===== src/rtl/enum_pkg.sv =====
// Shared definitions for the permutation enumerator / denumerator pair.
//
// Rank convention: a permutation is the sequence p[0..N-1] of {0..N-1},
// packed with p[i] at prm[i*L +: L]. Its rank is the lexicographic rank over
// all N! permutations with p[0] the most significant position, so rank 0 is
// the identity and rank N!-1 is the reversed sequence. Both the enumerator
// and the denumerator use this convention, so they are exact inverses.
package enum_pkg;

  // Default number of LUT inputs being permuted (supported range 2..8).
  localparam int ENUM_N = 4;

  // Constant-foldable factorial, used for index widths and range checks.
  function automatic int factorial(input int n);
    int f;
    f = 1;
    for (int i = 2; i <= n; i++) begin
      f = f * i;
    end
    return f;
  endfunction

  localparam int ENUM_L  = $clog2(ENUM_N);
  localparam int ENUM_EW = $clog2(factorial(ENUM_N));

  typedef enum logic [1:0] {
    ST_IDLE  = 2'd0,
    ST_DIGIT = 2'd1,
    ST_PICK  = 2'd2,
    ST_DONE  = 2'd3
  } dn_state_e;

endpackage


===== src/rtl/perm_pick.sv =====
// Selects the digit-th (0-based) element of {0..N-1} whose bit is still
// clear in the used mask. Purely combinational.
module perm_pick
  import enum_pkg::*;
#(
  parameter int N = ENUM_N,
  parameter int L = $clog2(N)
) (
  input  logic [N-1:0] used,
  input  logic [L-1:0] digit,
  output logic [L-1:0] elem
);

  logic [L:0] cnt;
  logic       found;

  // Walk the mask from element 0 upwards, counting free slots until the
  // requested one is reached.
  always_comb begin
    // NOTE: every variable gets a default before any branch so that no path
    // leaves it unassigned; otherwise synthesis infers a latch.
    elem  = '0;
    cnt   = '0;
    found = 1'b0;
    for (int b = 0; b < N; b++) begin
      if (!used[b] && !found) begin
        if (cnt == {1'b0, digit}) begin
          elem  = L'(b);
          found = 1'b1;
        end
        cnt = cnt + 1'b1;
      end
    end
  end

endmodule


===== src/rtl/denumerate.sv =====
// Expands a permutation rank back into the packed permutation.
// Phase 1 (DIGIT) extracts factoradic digits by repeated division by
// k = 2..N; phase 2 (PICK) turns each digit into an element by choosing the
// digit-th unused value. Valid/ready handshakes on input and output.
module denumerate
  import enum_pkg::*;
#(
  parameter int N  = ENUM_N,
  parameter int L  = $clog2(N),
  parameter int EW = $clog2(factorial(N))
) (
  input  logic           clk,
  input  logic           rst,
  input  logic [EW-1:0]  enm,
  input  logic           in_vld,
  output logic           in_rdy,
  output logic [N*L-1:0] prm,
  output logic           err,
  output logic           out_vld,
  input  logic           out_rdy
);

  localparam int FACT_N = factorial(N);
  // k counts up to N inclusive, so it needs one bit more than an element.
  localparam int KW = L + 1;
  // Working width for the divide step; wide enough to hold divisors up to 8
  // even when EW is tiny.
  localparam int DW = EW + 4;

  dn_state_e              state_q, state_d;
  logic [EW-1:0]          rem_q, rem_d;
  logic [KW-1:0]          k_q, k_d;
  logic [L-1:0]           i_q, i_d;
  logic [N-1:0]           used_q, used_d;
  logic [N-1:0][L-1:0]    digits_q, digits_d;
  logic [N-1:0][L-1:0]    prm_q, prm_d;
  logic                   err_q, err_d;
  logic                   out_vld_q, out_vld_d;
  logic                   in_rdy_q, in_rdy_d;

  logic [DW-1:0]          rem_ext;
  logic [EW-1:0]          div_quot;
  logic [L-1:0]           div_rem;
  logic [L-1:0]           pick_elem;
  logic                   out_of_range;

  assign out_of_range = (32'(enm) >= FACT_N);

  // Divide the running remainder by the current k; k is a small variable,
  // so select among divisions by each constant 2..N.
  always_comb begin
    rem_ext  = DW'(rem_q);
    div_quot = rem_q;
    div_rem  = '0;
    for (int c = 2; c <= N; c++) begin
      if (int'(k_q) == c) begin
        div_quot = EW'(rem_ext / DW'(c));
        div_rem  = L'(rem_ext % DW'(c));
      end
    end
  end

  perm_pick #(
    .N (N),
    .L (L)
  ) u_pick (
    .used  (used_q),
    .digit (digits_q[i_q]),
    .elem  (pick_elem)
  );

  // Next-state and next-output logic for the IDLE/DIGIT/PICK/DONE sequence.
  always_comb begin
    state_d   = state_q;
    rem_d     = rem_q;
    k_d       = k_q;
    i_d       = i_q;
    used_d    = used_q;
    digits_d  = digits_q;
    prm_d     = prm_q;
    err_d     = err_q;
    out_vld_d = out_vld_q;
    in_rdy_d  = in_rdy_q;

    unique case (state_q)
      ST_IDLE: begin
        if (in_vld) begin
          rem_d    = enm;
          in_rdy_d = 1'b0;
          if (out_of_range) begin
            // out_vld rises one cycle later, from DONE.
            err_d   = 1'b1;
            prm_d   = '0;
            state_d = ST_DONE;
          end else begin
            used_d   = '0;
            digits_d = '0;
            k_d      = KW'(2);
            state_d  = ST_DIGIT;
          end
        end
      end

      ST_DIGIT: begin
        // Digit for divisor k lands at position N-k; d[N-1] stays 0.
        for (int j = 0; j < N; j++) begin
          if (j == N - int'(k_q)) begin
            digits_d[j] = div_rem;
          end
        end
        rem_d = div_quot;
        k_d   = k_q + 1'b1;
        if (k_q == KW'(N)) begin
          i_d     = '0;
          state_d = ST_PICK;
        end
      end

      ST_PICK: begin
        prm_d[i_q]        = pick_elem;
        used_d[pick_elem] = 1'b1;
        i_d               = i_q + 1'b1;
        if (i_q == L'(N - 1)) begin
          out_vld_d = 1'b1;
          state_d   = ST_DONE;
        end
      end

      ST_DONE: begin
        if (!out_vld_q) begin
          out_vld_d = 1'b1;
        end else if (out_rdy) begin
          out_vld_d = 1'b0;
          err_d     = 1'b0;
          in_rdy_d  = 1'b1;
          state_d   = ST_IDLE;
        end
      end

      default: begin
        state_d = ST_IDLE;
      end
    endcase
  end

  // State and datapath registers with synchronous reset.
  always_ff @(posedge clk) begin
    if (rst) begin
      state_q   <= ST_IDLE;
      rem_q     <= '0;
      k_q       <= '0;
      i_q       <= '0;
      used_q    <= '0;
      // NOTE: the digit register file is reset as well: it is only N*L bits
      // of flops, and a defined reset image keeps prm/err reproducible.
      digits_q  <= '0;
      prm_q     <= '0;
      err_q     <= 1'b0;
      out_vld_q <= 1'b0;
      in_rdy_q  <= 1'b1;
    end else begin
      // NOTE: non-blocking assignments here, so every flop samples the
      // pre-edge value of every other flop regardless of statement order.
      state_q   <= state_d;
      rem_q     <= rem_d;
      k_q       <= k_d;
      i_q       <= i_d;
      used_q    <= used_d;
      digits_q  <= digits_d;
      prm_q     <= prm_d;
      err_q     <= err_d;
      out_vld_q <= out_vld_d;
      in_rdy_q  <= in_rdy_d;
    end
  end

  assign prm     = prm_q;
  assign err     = err_q;
  assign out_vld = out_vld_q;
  assign in_rdy  = in_rdy_q;

endmodule


===== config.mk =====
export PLATFORM = sky130hd
export DESIGN_NAME = denumerate
export DESIGN_NICKNAME = d
export VERILOG_FILES = /design/src/rtl/enum_pkg.sv /design/src/rtl/perm_pick.sv /design/src/rtl/denumerate.sv
export SDC_FILE = /design/constraint.sdc
export NUM_CORES = 1
export LEC_CHECK = 0
export ABC_AREA = 1
export ABC_CLOCK_PERIOD_IN_PS = 9000
export BUFFER_PORTS_ARGS = -buffer_cell sky130_fd_sc_hd__buf_2
export CORE_MARGIN = 5
export CORE_UTILIZATION = 53
export CTS_CLUSTER_SIZE = 10
export DETAILED_ROUTE_END_ITERATION = 10
export PLACE_DENSITY = 0.69
export SLEW_MARGIN = 20
export SYNTH_ARGS = -nofsm -noshare
export SYNTH_HDL_FRONTEND = slang
export SYNTH_SLANG_ARGS = --single-unit

===== constraint.sdc =====
create_clock -name clk -period 9 [get_ports clk]
set_clock_uncertainty 0.2 [all_clocks]
set_input_delay 0.45 -clock clk [delete_from_list [all_inputs] [get_ports clk]]
set_output_delay 0.45 -clock clk [all_outputs]
set_load 0.01 [all_outputs]

==> summary.md <==
| Metric | Value |
|---|---|
| Leading cell type in the layout, fill and taps excluded | `nand2_1` |
| Synth top area share | `0.279` |
| Drt pass-1 iters | `4` |
| Final nets | `around 430` |
| Multiplexer share of the synthesized area | `0` |
| Placeable Area | `4660 µm²` |
| Crit end category | `register` |
| I/O Buffers | `19` |
| CP Data Arrival Time | `3.47 ns` |
| Clock Path Buffers | `2` |
| Post-synth top area cell | `dfxtp_1` |
| CTS clk-pin slew, worst paths | `0.08 ns` |
| Final worst path period need | `3.48 ns` |
| Setup slack after layout | `5.52 ns` |
| # rows | `25` |
| Leak | `roughly 0.0014 µW` |
| Critical Path Start Type | `register` |
| Die W | `~80 µm` |
| Max-cap violations | `0` |
| Slew Limit Fails | `0` |
| Pwr Density | `390 nW/µm²` |
| CTS tree | `built` |
| Status | `complete, no violations` |
| Post-CTS sizing | `0` |
| Final Cycle Share | `0.387` |
| # setup viols final | `0` |
| Die Ht | `78.8 µm` |
| Cell area after layout | `2760 µm²` |
| N_diodes | `0` |
| Worst hold path class | `primary input to register` |
| Count of filler cells inserted in the layout | `approximately 470` |
| Postcts setup bufs | `0` |
| Syn_nets | `412` |
| Worst-Margin Slew | `0.525 ns` |
| Worst IR Drop VDD | `0.000282 V` |
| Vias in the first global route | `2199` |
| Post-Syn Instances | `382` |
| Seq/Total Area, Yosys | `0.279` |
| Syn Std Cell Area | `~2500 µm²` |
| Dpl ws | `5.58 ns` |
| Vias | `2390` |
| RSZ-0062 raised after global routing | `false` |
| # clock sinks | `35` |
| Simple-gate share of the synthesized area | `0.341` |
| Met2 routed wirelength | `2.60 mm` |
| Adder-Cell Fraction of Synth Area | `0.105` |
| Initial Util | `0.538` |
| CTS root buf | `clkbuf_8` |
| Synth Warn # | `0` |
| Inserted Clock Buffers | `5` |
| Synth Area in XOR/XNOR | `0.00349` |
| Routed wl met3 | `147 µm` |
| Hold Buf Count CTS | `0` |
| Final Hold Viols | `0` |
| Io pins | `20` |
| First-pass GRT wire length | `9.57 mm` |
| Wirelength, routed | `around 5.4 mm` |
| Initial DRC Count | `95` |
| Yosys cell types | `35` |
| Largest net degree at the start of global routing | `26` |
| Largest family of logic cells by synthesized area | `simple AND/OR/NAND/NOR gates` |
| Clock latency on the worst-skew pair | `0.29 ns` |
| Top Layer Used | `met4` |
| #FFs+latches synth | `35` |
| Worst-path fanout max | `6` |
| Share of layout cells above drive strength 1 | `0.141` |
| Die area | `6210 µm²` |
| DR DRC count | `0` |
| Gr usage total | `0.189` |
| Complex-gate fraction of the synthesized area | `0.166` |
| Most frequent cells in the layout | `nand2_1 (85), inv_1 (61), dfxtp_1 (35)` |
| Initial antenna violation count | `0` |
| H-tree depth | `2` |
| Worst Setup Path Type | `register to register` |
| Mean routed wirelength per cell | `around 12 µm` |
| Post-Syn Area per Cell | `6.57 µm²` |
| F_max | `287 MHz` |
| GR Overflow Total | `0` |
| Placer Congestion | `0.865` |
| Total negative slack | `0 ns` |
| Area growth from synthesis to layout | `10.2%` |
| Detailed-route wire length on metal 1 | `~2.6 mm` |
| Placed Area | `2650 µm²` |
| CP required | `8.99 ns` |
| Detailed placement HPWL | `4.21 mm` |
| Dominant cells by area after synthesis | `dfxtp_1 (28%), nand2_1 (13%), ha_1 (10%)` |
| Worst rel slew slack | `0.648` |
| Vias per cell | `around 5.2` |
| Routed Antenna Nets | `0` |
through the flow:
stage / std cells / hold WS (ns) / utilization / total power [µW]
after floorplan: 382 / 0.236 / - / 807
after global placement: 450 / 0.246 / 0.569 / 925
after detailed placement: 450 / 0.253 / 0.569 / 938
after CTS: 458 / 0.252 / 0.593 / 1090
after global routing: 458 / 0.273 / 0.593 / 1210
final: 458 / 0.256 / 0.593 / 1080
power breakdown:
group / total [µW] / internal (µW) / switching (µW) / leakage (µW)
Clock: 144 / 82.5 / 61.6 / 0.0000581
Combinational: 677 / 242 / 435 / 0.00103
Sequential: 258 / 205 / 52.7 / 0.000286
cell type report:
class                      count  area (µm²)  area share
clock buffer                   5        68.8      0.0249
clock inverter                 3        43.8      0.0158
inverter                      65         245      0.0887
multi-input combinational    277        1540       0.558
sequential                    35         701       0.254
tap                           54        67.6      0.0244
timing repair buffer          19        95.1      0.0344
registers in the layout (all words and copies together), names as in the netlist, 2 cells and up:
register / count
digits_q: 8
i_q: 2
state_q: 2
used_q: 4
rem_q: 5
k_q: 3
prm: 8
synthesized netlist by cell type, drive strengths merged:
master	n
a211oi	3
a21oi	33
a221oi	4
a31oi	1
a41oi	1
buf	1
clkbuf	4
clkinv	2
dfxtp	35
ha	21
inv	63
nand2	97
nand3	35
nand4	5
nor2	36
nor3	3
nor4	1
o211a	1
o211ai	3
o21ai	26
o21bai	2
or2	4
xnor2	1
critical path, stage by stage, from the launching register on:
cell	delay, ns
dfxtp_1	0.45
ha_1	0.25
inv_1	0.13
nand3_1	0.20
nand2_1	0.11
o211ai_1	0.17
nand2_1	0.11
nor2_4	0.12
nand3_4	0.09
nor2_1	0.14
nand2_1	0.07
nand2_1	0.08
inv_1	0.04
ha_1	0.17
or2_2	0.29
a21oi_1	0.12
nand2_1	0.08
nor2_2	0.11
nand2_2	0.07
nand2_1	0.07
nand2_1	0.06
nand3_2	0.09
nand3_1	0.07
nand2_1	0.06
inv_1	0.03
metal layers:
metal | GRT usage | up-vias
li1 | - | 1281
met1 | 0.226 | 1074
met2 | 0.341 | 29
met3 | 0.0374 | 6
met4 | 0.0524 | 0
met5 | 0 | -
logic make-up after synthesis:
group,count (synthesis)
simple gates,181
compound gates,74
buf+inv,70
flops,35
fa+ha+maj,21
xor+xnor,1
worst paths after layout:
| check | from | to | slack [ns] | cells past startpoint |
|---|---|---|---|---|
| worst min register to register | used_q[3] | used_q[3] | 0.26 | 2 |
| worst max register to register | rem_q[4] | digits_q[6] | 5.52 | 24 |
| worst min-delay path | enm[1] | rem_q[1] | 0.26 | 3 |
| worst max-delay path | rem_q[4] | digits_q[6] | 5.52 | 24 |
Power figures use the tool's default switching activity.
